## config.mk

```make
export PLATFORM = sky130hd
export DESIGN_NAME = riscv_run_monitor
export DESIGN_NICKNAME = d
export VERILOG_FILES = /design/src/rtl/riscv_mon_pkg.sv /design/src/rtl/riscv_watch_match.sv /design/src/rtl/riscv_run_monitor.sv
export SDC_FILE = /design/constraint.sdc
export NUM_CORES = 1
export LEC_CHECK = 0
export BUFFER_PORTS_ARGS = -buffer_cell sky130_fd_sc_hd__buf_4
export CORE_ASPECT_RATIO = 0.9
export CORE_MARGIN = 8
export CORE_UTILIZATION = 40
export DETAILED_ROUTE_END_ITERATION = 10
export PLACE_DENSITY = 0.72
export SETUP_SLACK_MARGIN = 0.15
export SLEW_MARGIN = 5
export SYNTH_ARGS = -nofsm -noshare
export SYNTH_HDL_FRONTEND = slang
export SYNTH_SLANG_ARGS = --single-unit
```

## constraint.sdc

```tcl
create_clock -name clk -period 4.29 [get_ports clk]
set_clock_uncertainty 0.15 [all_clocks]
set_input_delay 0.858 -clock clk [delete_from_list [all_inputs] [get_ports clk]]
set_output_delay 0.858 -clock clk [all_outputs]
set_load 0.005 [all_outputs]
```

## src/rtl/riscv_mon_pkg.sv

```systemverilog
// Shared types for the run monitor: FSM states, fail_code encodings and
// the hit index width helper.
package riscv_mon_pkg;

   typedef enum logic [1:0] {
      ST_IDLE  = 2'd0,
      ST_RUN   = 2'd1,
      ST_DRAIN = 2'd2,
      ST_DONE  = 2'd3
   } mon_state_e;

   typedef enum logic [1:0] {
      FC_NONE    = 2'd0,
      FC_WATCH   = 2'd1,
      FC_TIMEOUT = 2'd2,
      FC_HANG    = 2'd3
   } fail_code_e;

   // Width of a channel index; a single channel still needs one bit.
   function automatic int idx_width(input int n);
      return (n > 1) ? $clog2(n) : 1;
   endfunction

endpackage

```

## src/rtl/riscv_watch_match.sv

```systemverilog
// Combinational end-of-run watch comparators with lowest-index priority.
module riscv_watch_match
   import riscv_mon_pkg::*;
#(
   parameter int XLEN      = 32,
   parameter int NUM_WATCH = 2,
   parameter int IDX_W     = idx_width(NUM_WATCH)
) (
   input  logic [XLEN-1:0]           i_addr,
   input  logic [4:0]                i_rd,
   input  logic                      i_we,
   input  logic [NUM_WATCH-1:0]      i_cfg_en,
   input  logic [NUM_WATCH*XLEN-1:0] i_cfg_addr,
   input  logic [NUM_WATCH*5-1:0]    i_cfg_rd,
   input  logic [NUM_WATCH-1:0]      i_cfg_pass,
   input  logic [NUM_WATCH-1:0]      i_cfg_need_we,
   output logic                      o_hit,
   output logic [IDX_W-1:0]          o_hit_idx,
   output logic                      o_hit_pass
);

   logic [NUM_WATCH-1:0] w_match;

   for (genvar g = 0; g < NUM_WATCH; g++) begin : g_ch
      assign w_match[g] = i_cfg_en[g]
                        && (i_addr == i_cfg_addr[g*XLEN +: XLEN])
                        && (i_rd == i_cfg_rd[g*5 +: 5])
                        && (!i_cfg_need_we[g] || i_we);
   end

   // Scan from the top down so the lowest matching channel is the one left standing.
   always_comb begin
      o_hit      = |w_match;
      o_hit_idx  = '0;
      o_hit_pass = 1'b0;
      for (int i = NUM_WATCH - 1; i >= 0; i--) begin
         if (w_match[i]) begin
            o_hit_idx  = IDX_W'(i);
            o_hit_pass = i_cfg_pass[i];
         end
      end
   end

endmodule

```

## src/rtl/riscv_run_monitor.sv

```systemverilog
// Run monitor: watches a core for an end-of-run write, a pc hang or a
// cycle timeout and reports a latched pass/fail verdict.
//
// state    | meaning
// ---------+------------------------------------------------------------
// ST_IDLE  | waiting for start after reset
// ST_RUN   | counting cycles, checking watches, hang and timeout
// ST_DRAIN | watch result latched, letting the pipeline settle
// ST_DONE  | verdict valid and held; start begins a new run
//
// A watch hit is captured on the edge it is seen and acted on one edge
// later, so the retiring write-back cycle is still counted as a RUN cycle.
// Hang and timeout end the run on the edge they are seen, leaving
// cycle_count at the index of the last RUN cycle.
module riscv_run_monitor
   import riscv_mon_pkg::*;
#(
   parameter  int XLEN         = 32,
   parameter  int NUM_WATCH    = 2,
   parameter  int CNT_W        = 16,
   parameter  int MAX_CYCLES   = 1000,
   parameter  int HANG_LIMIT   = 8,
   parameter  int DRAIN_CYCLES = 2,
   localparam int IDX_W        = idx_width(NUM_WATCH)
) (
   input  logic                      clk,
   input  logic                      reset,
   input  logic                      start,
   input  logic [XLEN-1:0]           pc,
   input  logic [XLEN-1:0]           addr,
   input  logic [4:0]                rdId,
   input  logic                      regWrite,
   input  logic [NUM_WATCH-1:0]      cfg_en,
   input  logic [NUM_WATCH*XLEN-1:0] cfg_addr,
   input  logic [NUM_WATCH*5-1:0]    cfg_rd,
   input  logic [NUM_WATCH-1:0]      cfg_pass,
   input  logic [NUM_WATCH-1:0]      cfg_need_we,
   output logic                      done,
   output logic                      pass,
   output logic [1:0]                fail_code,
   output logic [IDX_W-1:0]          hit_idx,
   output logic [CNT_W-1:0]          cycle_count
);

   localparam int               HANG_W     = $clog2(HANG_LIMIT + 1);
   localparam logic [HANG_W-1:0] HANG_TC   = HANG_W'(HANG_LIMIT - 2);
   localparam logic [CNT_W-1:0]  TMO_TC    = CNT_W'(MAX_CYCLES - 1);
   localparam logic [3:0]        DRAIN_LOAD = (DRAIN_CYCLES > 0) ? 4'(DRAIN_CYCLES - 1) : 4'd0;

   mon_state_e        r_state, w_state_nxt;
   logic [CNT_W-1:0]  r_cycle;
   logic [HANG_W-1:0] r_hang;
   logic [XLEN-1:0]   r_prev_pc;
   logic [3:0]        r_drain;
   logic              r_hit_pend;
   logic              r_pass;
   fail_code_e        r_fail_code;
   logic [IDX_W-1:0]  r_hit_idx;

   logic              w_hit, w_hit_pass;
   logic [IDX_W-1:0]  w_hit_idx;
   logic              w_pc_same, w_hang_evt, w_tmo_evt;
   logic              w_clear, w_take_hit, w_end_fail, w_cnt_en, w_drain_load;
   fail_code_e        w_end_code;

   riscv_watch_match #(
      .XLEN      (XLEN),
      .NUM_WATCH (NUM_WATCH),
      .IDX_W     (IDX_W)
   ) u_match (
      .i_addr        (addr),
      .i_rd          (rdId),
      .i_we          (regWrite),
      .i_cfg_en      (cfg_en),
      .i_cfg_addr    (cfg_addr),
      .i_cfg_rd      (cfg_rd),
      .i_cfg_pass    (cfg_pass),
      .i_cfg_need_we (cfg_need_we),
      .o_hit         (w_hit),
      .o_hit_idx     (w_hit_idx),
      .o_hit_pass    (w_hit_pass)
   );

   assign w_pc_same  = (pc == r_prev_pc);
   assign w_hang_evt = w_pc_same && (r_hang == HANG_TC);
   assign w_tmo_evt  = (r_cycle == TMO_TC);

   // Next state and per-edge control strobes; priority is hit > hang > timeout.
   always_comb begin
      w_state_nxt  = r_state;
      w_clear      = 1'b0;
      w_take_hit   = 1'b0;
      w_end_fail   = 1'b0;
      w_end_code   = FC_NONE;
      w_cnt_en     = 1'b0;
      w_drain_load = 1'b0;
      case (r_state)
         ST_IDLE, ST_DONE: begin
            if (start) begin
               w_state_nxt = ST_RUN;
               w_clear     = 1'b1;
            end
         end
         ST_RUN: begin
            w_cnt_en = 1'b1;
            if (r_hit_pend) begin
               w_drain_load = 1'b1;
               w_state_nxt  = (DRAIN_CYCLES == 0) ? ST_DONE : ST_DRAIN;
            end else if (w_hit) begin
               w_take_hit = 1'b1;
            end else if (w_hang_evt) begin
               w_cnt_en    = 1'b0;
               w_end_fail  = 1'b1;
               w_end_code  = FC_HANG;
               w_state_nxt = ST_DONE;
            end else if (w_tmo_evt) begin
               w_cnt_en    = 1'b0;
               w_end_fail  = 1'b1;
               w_end_code  = FC_TIMEOUT;
               w_state_nxt = ST_DONE;
            end
         end
         ST_DRAIN: begin
            if (r_drain == '0) w_state_nxt = ST_DONE;
         end
         default: w_state_nxt = ST_IDLE;
      endcase
   end

   // State register.
   always_ff @(posedge clk or posedge reset) begin
      if (reset) r_state <= ST_IDLE;
      else       r_state <= w_state_nxt;
   end

   // Counters, previous pc and the latched verdict.
   always_ff @(posedge clk or posedge reset) begin
      if (reset) begin
         r_cycle     <= '0;
         r_hang      <= '0;
         r_prev_pc   <= '0;
         r_drain     <= '0;
         r_hit_pend  <= 1'b0;
         r_pass      <= 1'b0;
         r_fail_code <= FC_NONE;
         r_hit_idx   <= '0;
      end else begin
         r_prev_pc <= pc;
         if (w_clear) begin
            r_cycle     <= '0;
            r_hang      <= '0;
            r_drain     <= '0;
            r_hit_pend  <= 1'b0;
            r_pass      <= 1'b0;
            r_fail_code <= FC_NONE;
            r_hit_idx   <= '0;
         end else begin
            if (w_cnt_en && (r_cycle != '1)) r_cycle <= r_cycle + 1'b1;
            if (r_state == ST_RUN) r_hang <= w_pc_same ? r_hang + 1'b1 : '0;
            if (w_take_hit) begin
               r_hit_pend  <= 1'b1;
               r_pass      <= w_hit_pass;
               r_fail_code <= w_hit_pass ? FC_NONE : FC_WATCH;
               r_hit_idx   <= w_hit_idx;
            end
            if (w_drain_load) begin
               r_hit_pend <= 1'b0;
               r_drain    <= DRAIN_LOAD;
            end else if ((r_state == ST_DRAIN) && (r_drain != '0)) begin
               r_drain <= r_drain - 1'b1;
            end
            if (w_end_fail) begin
               r_pass      <= 1'b0;
               r_fail_code <= w_end_code;
            end
         end
      end
   end

   assign done        = (r_state == ST_DONE);
   assign pass        = r_pass;
   assign fail_code   = r_fail_code;
   assign hit_idx     = r_hit_idx;
   assign cycle_count = r_cycle;

endmodule

```

* Word-level counts from Yosys, hierarchy flattened
Index checks and enable logic that the tools add are counted.
** Cells by class
- $add $sub $neg :: 3
- Equal/unequal tests :: 15
- Mux-type cells :: 53
- Reductions and logical operators :: 25
** Operators with widths (number)
- $eq 32x32->1 :: 3
- $mux 16 :: 2
- $mux 1 :: 30
- $mux 2 :: 14
- $mux 4 :: 6
- $add 16x1->16 const B :: 1
- $eq 16x10->1 const B :: 1
- $ne 16x16->1 const B :: 1
- $eq 5x5->1 :: 2
- $logic_and 1x1->1 :: 9
- $reduce_bool 3->1 :: 3
- $pmux 2 s3 :: 1
- $reduce_bool 2->1 :: 3
- $add 4x1->4 const B :: 1
- $eq 2x2->1 const B :: 2
- $eq 4x3->1 const B :: 1
- $logic_not 4->1 :: 1
- $ne 2x2->1 const B :: 2
- $ne 4x4->1 const B :: 1
- $reduce_and 4->1 :: 1
- $reduce_bool 4->1 :: 1
- $reduce_or 2->1 :: 2
- $sub 4x1->4 const B :: 1
- $ne 3x3->1 const B :: 1
- 4 further kinds :: 6
** Storage, ports and cells
- Register bits :: 63
- Input port bits :: 153
- Output and inout bits :: 21
- Logic and storage cells :: 105

* Longest topological paths before layout
Gate-level depths: netlist (run 1).
- Word-level depth :: 11
- Gate-level depth with buffers :: 8
- Mapped depth without buffers :: 7

* Cells and area by module
A second synthesis (run 1) with hierarchy kept.
** Unflattened totals
- Cell total of the unflattened synthesis :: 383
- Area total of the unflattened synthesis :: 3857.4 µm²
** Modules (own cells, without submodules)
- riscv_run_monitor :: instances 1, cells an instance 275, area an instance 3002.9 µm², sequential area each 1576.5 µm²
- riscv_watch_match :: instances 1, cells an instance 108, area an instance 854.6 µm², sequential area each 0.0 µm²

* Worst setup path before layout (run 1)
Ideal clock, no wire load.
- Kind :: input port to flip-flop
- From :: in pc[20]
- To :: reg r_cycle[3] (netlist: cycle_count[3])
- Library setup time :: 0.079 ns
- Arrival :: 2.459 ns
- Required time :: 4.061 ns
- Setup slack :: 1.601 ns
- Cell stages on the path :: 7
- Path buffers :: 0
- Cells stage by stage :: xor2_1 > nor4_1 > nand4_1 > nor4_4 > o2111ai_1 > nand4_1 > mux2i_1
** Between the ends
- Cells in the longest elaborated chain, start to end :: 8
** Ends and longest elaborated chain
- start, declared :: RTL line riscv_run_monitor.sv:29 : input logic [XLEN-1:0] pc,
- $eq 32x32->1 :: RTL line riscv_run_monitor.sv:84 : assign w_pc_same = (pc == r_prev_pc);
- $logic_and 1x1->1 :: RTL line riscv_run_monitor.sv:85 : assign w_hang_evt = w_pc_same && (r_hang == HANG_TC);
- $mux 1 :: RTL line riscv_run_monitor.sv:111 : end else if (w_hang_evt) begin
- $mux 1 :: RTL line riscv_run_monitor.sv:109 : end else if (w_hit) begin
- $mux 1 :: RTL line riscv_run_monitor.sv:106 : if (r_hit_pend) begin
- $mux 1 :: RTL line riscv_run_monitor.sv:97 : case (r_state)
- $logic_and 1x1->1 :: RTL line riscv_run_monitor.sv:158 : if (w_cnt_en && (r_cycle != '1)) r_cycle <= r_cycle + 1'b1;
- $reduce_bool 2->1 (no line)
- end signal, assigned :: RTL line riscv_run_monitor.sv:158
- end, declared :: RTL line riscv_run_monitor.sv:51 : logic [CNT_W-1:0] r_cycle;
Every way passes these cells.
A chain may end at the register's enable or synchronous reset.

* Worst setup path in the final report (run 1)
- From :: in pc[0]
- To :: reg r_cycle[3] (netlist: cycle_count[3])
The elaborated chain is that of the path after synthesis.

==> results.sh, run 1 <==
export IMPL_outcome="completed"
export IMPL_path_cells="buf_4 > xor2_1 > nor4_1 > nand4_1 > nor4_4 > o2111ai_1 > nand4_1 > mux2i_1"
export IMPL_cts_buffers=9
export IMPL_htreeDepth=3
export IMPL_worst_path_max_delay_cell="nor4_4"
export IMPL_synth_warning_count=0
export IMPL_grt_overflow_total=0
export IMPL_grt_pass1_wl_mm=18.5
export IMPL_end_kind="flop"
export IMPL_grt_use_total=0.177
export IMPL_max_cap_viol_count=0
export IMPL_syn2layout_area_growth_pct=41.9
export IMPL_fill_cells=847
export IMPL_critPathArrivalTime_ns=2.94
export IMPL_p_clk_frac=0.313
export IMPL_power_leakage_nw=2.48
export IMPL_first_pass_iters=5
export IMPL_worstPathMaxFanout=8
export IMPL_clock_fmax_mhz=352
export IMPL_crit_top_cell="nand4_1"
export IMPL_startpoint_type="input port"
export IMPL_synth_area_leaders="dfrtp_1 41%, xnor2_1 17%, xor2_1 8.4%"
export IMPL_synthCells=384
export IMPL_finalSetupTns_ns=0
export IMPL_tritoncts="built"
export IMPL_path_clk_slew_ns=0.06
export IMPL_ys_seq_area_frac=0.407
export IMPL_nNetsFinal=721
export IMPL_postCtsHoldBufs=0
export IMPL_path_buf_inv=1
export IMPL_portBuffers=173
export IMPL_cts_root_buf="clkbuf_8"
export IMPL_power_frac_comb=0.313
export IMPL_synthFlopType="dfrtp_1"
export IMPL_finalCriticalPeriod_ns=2.84
export IMPL_post_cts_setup_buffers=0
export IMPL_dp_cells=675
export IMPL_synthTopCellsByCount="73 x xnor2_1, 63 x dfrtp_1, 37 x xor2_1"
export IMPL_cp_slowest_stage_delay_ns=0.40
export IMPL_cts_resized=0
export IMPL_fp_dieW_um=120
export IMPL_start_util=0.407
export IMPL_ys_types=47
export IMPL_final_max_slew_viol_count=0
export IMPL_ir_drop_uv=185
export IMPL_synth_fp_nets=545
export IMPL_switching_share=0.305
export IMPL_wl_per_cell_um=16.9
export IMPL_syn_area_sq_um=3870
export IMPL_routabilityCongestion=0.893
export IMPL_io_pins=174
export IMPL_rsz0062_at_grt="false"
export IMPL_placed_area_sq_um=5290
export IMPL_synth_top_area_cell="dfrtp_1"
export IMPL_antenna_left=0
export IMPL_fp_coreArea_sq_um=9530
export IMPL_grt_max_degree=42
export IMPL_cts_sinks=63
export IMPL_synth_seq_cells=63
export IMPL_finalCritPeriodShare=0.662
export IMPL_dieArea_sq_um=13100
export IMPL_hold_viol=0
export IMPL_synth_top_area_frac=0.407
export IMPL_crit_type="input port to flop"
export IMPL_num_rows=34
export IMPL_p_seq_frac=0.374
export IMPL_finalInstanceArea_sq_um=5500
export IMPL_synth_most_common_cell="xnor2_1"
export IMPL_final_layout_size_suffix_gt1_frac=0.351
export IMPL_finalNonFillerCells=690
export IMPL_cts_max_path_buffers=2
export IMPL_first_iter_violations=171
export IMPL_p_int_w=0.00122
export IMPL_min_path_type="flop to flop"
export IMPL_setup_viol=0
export IMPL_p_sw_w=0.000537
export IMPL_die_h_um=109
export IMPL_grt_pass1_vias=3815
export IMPL_antennaDiodeCount=0
export IMPL_worstMarginPinSlew_ns=1.00
export IMPL_synth_edff_count=0
export IMPL_synth_avg_cell_area_sq_um=10.1
export IMPL_regToRegSetupSlack_ns=1.58
export IMPL_relSlewSlack=0.327
export IMPL_dp_hpwl_mm=9.81
export IMPL_p_per_area_nw_per_um2=320
export IMPL_antenna_found_initial=0
export IMPL_viasPerCell=5.11
export IMPL_cp_required_ns=4.39
export IMPL_clkLatencyLatePin_ns=0.33
export IMPL_remaining_drc_errors=0
export IMPL_async_flop_share=1.00
export IMPL_totalWireLength_mm=11.7
export IMPL_vias=3525
export IMPL_cpLargestDelayFamily="simple AND/OR/NAND/NOR gates"
## metal layers
metal	global-route usage	routed length, um	vias up
met5	0	0	-
met4	0.0427	189	0
met3	0.0560	700	16
met2	0.320	5950	117
met1	0.202	4850	1683
li1	-	-	1709
## kinds of logic (layout without fill, tap and decap cells)
group	count (synthesis)	in the layout	share of synthesized area
muxes	9	9	0.0233
and+or+nand+nor	128	128	0.190
xor gates and xnor gates	110	110	0.249
buffers and inverters	21	201	0.0249
DFF	63	63	0.407
AOI/OAI and AO/OA	45	45	0.0801
adders and majority gates	8	8	0.0258
## power by group through the flow
stage / clock network, W / registers (W) / logic [W]
floorplan: 0 / 0.000663 / 0.000340
global placement: 0 / 0.000668 / 0.000540
detailed placement: 0 / 0.000670 / 0.000553
CTS: 0.000564 / 0.000659 / 0.000553
global route: 0.000591 / 0.000664 / 0.000609
finish: 0.000550 / 0.000659 / 0.000551
## flip-flops by register name (all words and copies together) (netlist names)
signal	cells
cycle_count	16
r_hang	4
r_prev_pc	32
pass	1
hit_idx	1
r_state	2
r_drain	4
fail_code	2
r_hit_pend	1
## worst paths after layout
check,startpoint,end,depth (start not counted)
min in group asynchronous,reset,r_prev_pc[7],2
min,r_hang[3],r_hang[3],2
max,pc[0],cycle_count[3],8
max in group asynchronous,reset,r_state[0],3
min reg2reg,r_hang[3],r_hang[3],2
max reg2reg,cycle_count[6],cycle_count[12],7
## stage by stage
stage	utilization	hold WS, ns	setup slack [ns]	power [W]
5_1_grt	0.577	0.415	1.24	0.00186
3_3_place_gp	0.555	0.357	1.16	0.00121
4_1_cts	0.577	0.379	1.42	0.00178
3_5_place_dp	0.555	0.367	1.08	0.00122
2_1_floorplan	-	0.332	1.60	0.00100
6_report	0.577	0.382	1.45	0.00176
## layout make-up
type	instances	area (sq um)	share of cell area
multi-input cells	300	2200	0.400
flip-flops and latches	63	1580	0.287
repair buffers	174	1310	0.238
well taps	126	158	0.0287
clock buffers	11	141	0.0257
clock inverters	4	70.1	0.0127
inverters	12	45.0	0.00819
## worst min-delay path: cells and delay by family (launching register included)
family / cells / cell delay [ns]
flops: 1 / 0.38
compound gates: 1 / 0.06
simple gates: 1 / 0.06
## cell usage in the layout, fill, tap and decap left out, drive strengths merged, types with 4 or more instances in the layout
| master | netlist | layout |
|---|---|---|
| nand2 | 28 | 28 |
| a21oi | 12 | 12 |
| and2 | 4 | 4 |
| dfrtp | 63 | 63 |
| o21ai | 11 | 11 |
| buf | 2 | 174 |
| nand2b | 9 | 9 |
| o31ai | 4 | 4 |
| clkbuf | 7 | 11 |
| inv | 12 | 12 |
| nor3 | 8 | 8 |
| nor2 | 10 | 10 |
| and3 | 6 | 6 |
| ha | 8 | 8 |
| nand4 | 23 | 23 |
| xnor2 | 73 | 73 |
| mux2i | 9 | 9 |
| nor4 | 16 | 16 |
| nand3 | 13 | 13 |
| xor2 | 37 | 37 |
Power figures use the tool's default switching activity.
==> inputs of run 2 (changes only) <==
ABC_AREA = 1   (was not set)
PLACE_DENSITY = 0.68   (was 0.72)
clock period = 2.8 ns   (was 4.29 ns; I/O delays follow)
==> results.sh, run 2 <==
export IMPL_final_max_slew_viol_count=0
export IMPL_clkLatencyLatePin_ns=0.33
export IMPL_regToRegSetupSlack_ns=0.57
export IMPL_cts_max_path_buffers=2
export IMPL_grt_use_total=0.207
export IMPL_routed_top_layer="met4"
export IMPL_power_leakage_nw=3.82
export IMPL_path_clk_slew_ns=0.05
export IMPL_final_layout_size_suffix_gt1_frac=0.213
export IMPL_largest_register_ff_count=32
export IMPL_end_kind="flop"
export IMPL_nNetsFinal=1144
export IMPL_r2r_start="cycle_count[0]"
export IMPL_synth_avg_cell_area_sq_um=6.38
export IMPL_dp_hpwl_mm=14.6
export IMPL_totalWireLength_mm=17.2
export IMPL_antennaDiodeCount=0
export IMPL_syn2layout_area_growth_pct=35.5
export IMPL_dieArea_sq_um=16700
export IMPL_synth_compound_area_share=0.0428
export IMPL_first_iter_violations=409
export IMPL_clock_fmax_mhz=448
export IMPL_finalNonFillerCells=1150
export IMPL_fp_dieW_um=135
export IMPL_htreeDepth=3
export IMPL_synthCells=802
export IMPL_relSlewSlack=0.585
export IMPL_cts_buffers=9
export IMPL_synth_top_family_by_area="simple AND/OR/NAND/NOR gates"
export IMPL_fp_coreArea_sq_um=12600
export IMPL_setup_viol=0
export IMPL_synth_top_area_cell="dfrtp_1"
export IMPL_placed_area_sq_um=6630
export IMPL_routabilityCongestion=0.984
export IMPL_mostFrequentLayoutCell="nand2_1"
export IMPL_startpoint_type="flop"
export IMPL_worstPathMaxFanout=10
export IMPL_num_rows=39
export IMPL_synthTopCellsByCount="245 x nand2_1, 132 x inv_1, 100 x nor2_1"
export IMPL_io_pins=174
export IMPL_wl_met3_mm=1.47
export IMPL_grt_overflow_total=0
export IMPL_grt_max_degree=38
export IMPL_antenna_left=0
export IMPL_m1WireLength_mm=7.99
export IMPL_wl_met2_mm=7.57
export IMPL_synth_edff_count=0
export IMPL_grt_pass1_wl_mm=27.1
export IMPL_synth_xor_area_frac=0.123
export IMPL_dp_cells=1136
export IMPL_synth_fp_nets=963
export IMPL_regMostFlops="r_prev_pc"
export IMPL_finalCriticalPeriod_ns=2.23
export IMPL_synth_top_area_frac=0.308
export IMPL_reg2reg_depth=9
export IMPL_synth_seq_cells=63
export IMPL_synth_warning_count=0
export IMPL_synth_area_leaders="dfrtp_1 31%, nand2_1 18%, inv_1 9.7%"
export IMPL_ys_seq_area_frac=0.308
export IMPL_synth_most_common_cell="nand2_1"
export IMPL_synthMuxAreaShare=0
export IMPL_power_total_w=0.00336
export IMPL_cts_sinks=63
export IMPL_ir_drop_uv=354
export IMPL_first_pass_iters=5
export IMPL_ys_types=35
export IMPL_viasPerCell=4.72
export IMPL_finalCritPeriodShare=0.797
export IMPL_fin_ws_ns=0.567
export IMPL_post_cts_setup_buffers=0
export IMPL_remaining_drc_errors=0
export IMPL_finalInstanceArea_sq_um=6940
export IMPL_wl_per_cell_um=14.9
export IMPL_outcome="completed"
export IMPL_rsz0062_at_grt="false"
export IMPL_finalSetupTns_ns=0
export IMPL_rr_endpoint="cycle_count[3]"
export IMPL_cp_required_ns=2.87
export IMPL_max_cap_viol_count=0
export IMPL_cp_startpoint="cycle_count[0]"
export IMPL_synthFlopType="dfrtp_1"
export IMPL_portBuffers=173
export IMPL_vias=5431
export IMPL_hold_viol=0
export IMPL_antenna_found_initial=0
export IMPL_yosys_area_share_adder=0.0196
export IMPL_die_h_um=123
export IMPL_p_per_area_nw_per_um2=485
export IMPL_critPathArrivalTime_ns=2.30
export IMPL_yosys_area_share_simple=0.392
export IMPL_start_util=0.407
export IMPL_syn_area_sq_um=5120
export IMPL_cts_resized=0
export IMPL_worstMarginPinSlew_ns=0.621
export IMPL_async_flop_share=1.00
export IMPL_cts_root_buf="clkbuf_16"
export IMPL_pre_cts_ws_ns=0.363
export IMPL_min_path_type="input port to async pin"
export IMPL_tritoncts="built"
export IMPL_endpoint="cycle_count[3]"
export IMPL_layout_common_cells="245 x nand2_1, 178 x buf_4, 131 x inv_1, 100 x nor2_1, 63 x dfrtp_1"
export IMPL_grt_pass1_vias=5370
export IMPL_crit_type="flop to flop"
export IMPL_postCtsHoldBufs=0
==> run 2: logic make-up (layout without fill, tap and decap cells) <==
kind of cell,count (synthesis),count (layout)
flip-flops,63,63
AO/OA/AOI/OAI,41,41
AND/OR/NAND/NOR,465,465
XOR/XNOR,72,72
buffers and inverters,153,337
adder cells (fa/ha/maj),8,8
==> run 2: stage by stage <==
step	hold slack (ns)	utilization
finish	0.164	0.551
global route	0.188	0.551
CTS	0.184	0.551
detailed placement	0.325	0.527
global placement	0.327	0.527
floorplan	0.322	-
==> run 2: layout make-up <==
class                      instances  area (sq um)
clock buffer                      10           229
clock inverter                     4          72.6
fill                            1278          5650
inverter                         144           541
multi-input combinational        586          2960
sequential                        63          1580
tap                              164           205
timing repair buffer             179          1360
==> run 2: where the power goes <==
part           switching [W]  internal [W]  total, W  leakage, nW
clock               0.000369      0.000766   0.00113        0.144
combinational       0.000696      0.000466   0.00116         2.88
sequential         0.0000728      0.000992   0.00106        0.796
total                0.00114       0.00222   0.00336         3.82
==> run 2: worst max-delay path, stage by stage, from the launching register on <==
cell and delay [ns]:
dfrtp_1 0.44, ha_1 0.22, nand3_2 0.14, nor3_4 0.23, nand2_1 0.10, nor3_2 0.13
a31oi_2 0.27, buf_4 0.27, nand4_1 0.11, nand2_1 0.06
==> run 2: routing by layer <==
layer,GRT usage,up-vias
li1,-,2842
met1,0.292,2399
met2,0.318,178
met3,0.0496,12
met4,0.0340,0
met5,0,-
==> run 2: worst min path at each step <==
stage | endpoint | slack, ns | cells past startpoint
CTS | cycle_count[6] | 0.18 | 2
floorplan | fail_code[1] | 0.32 | 2
global placement | fail_code[0] | 0.33 | 2
global route | r_prev_pc[8] | 0.19 | 1
detailed placement | fail_code[1] | 0.32 | 2
finish | cycle_count[3] | 0.16 | 2
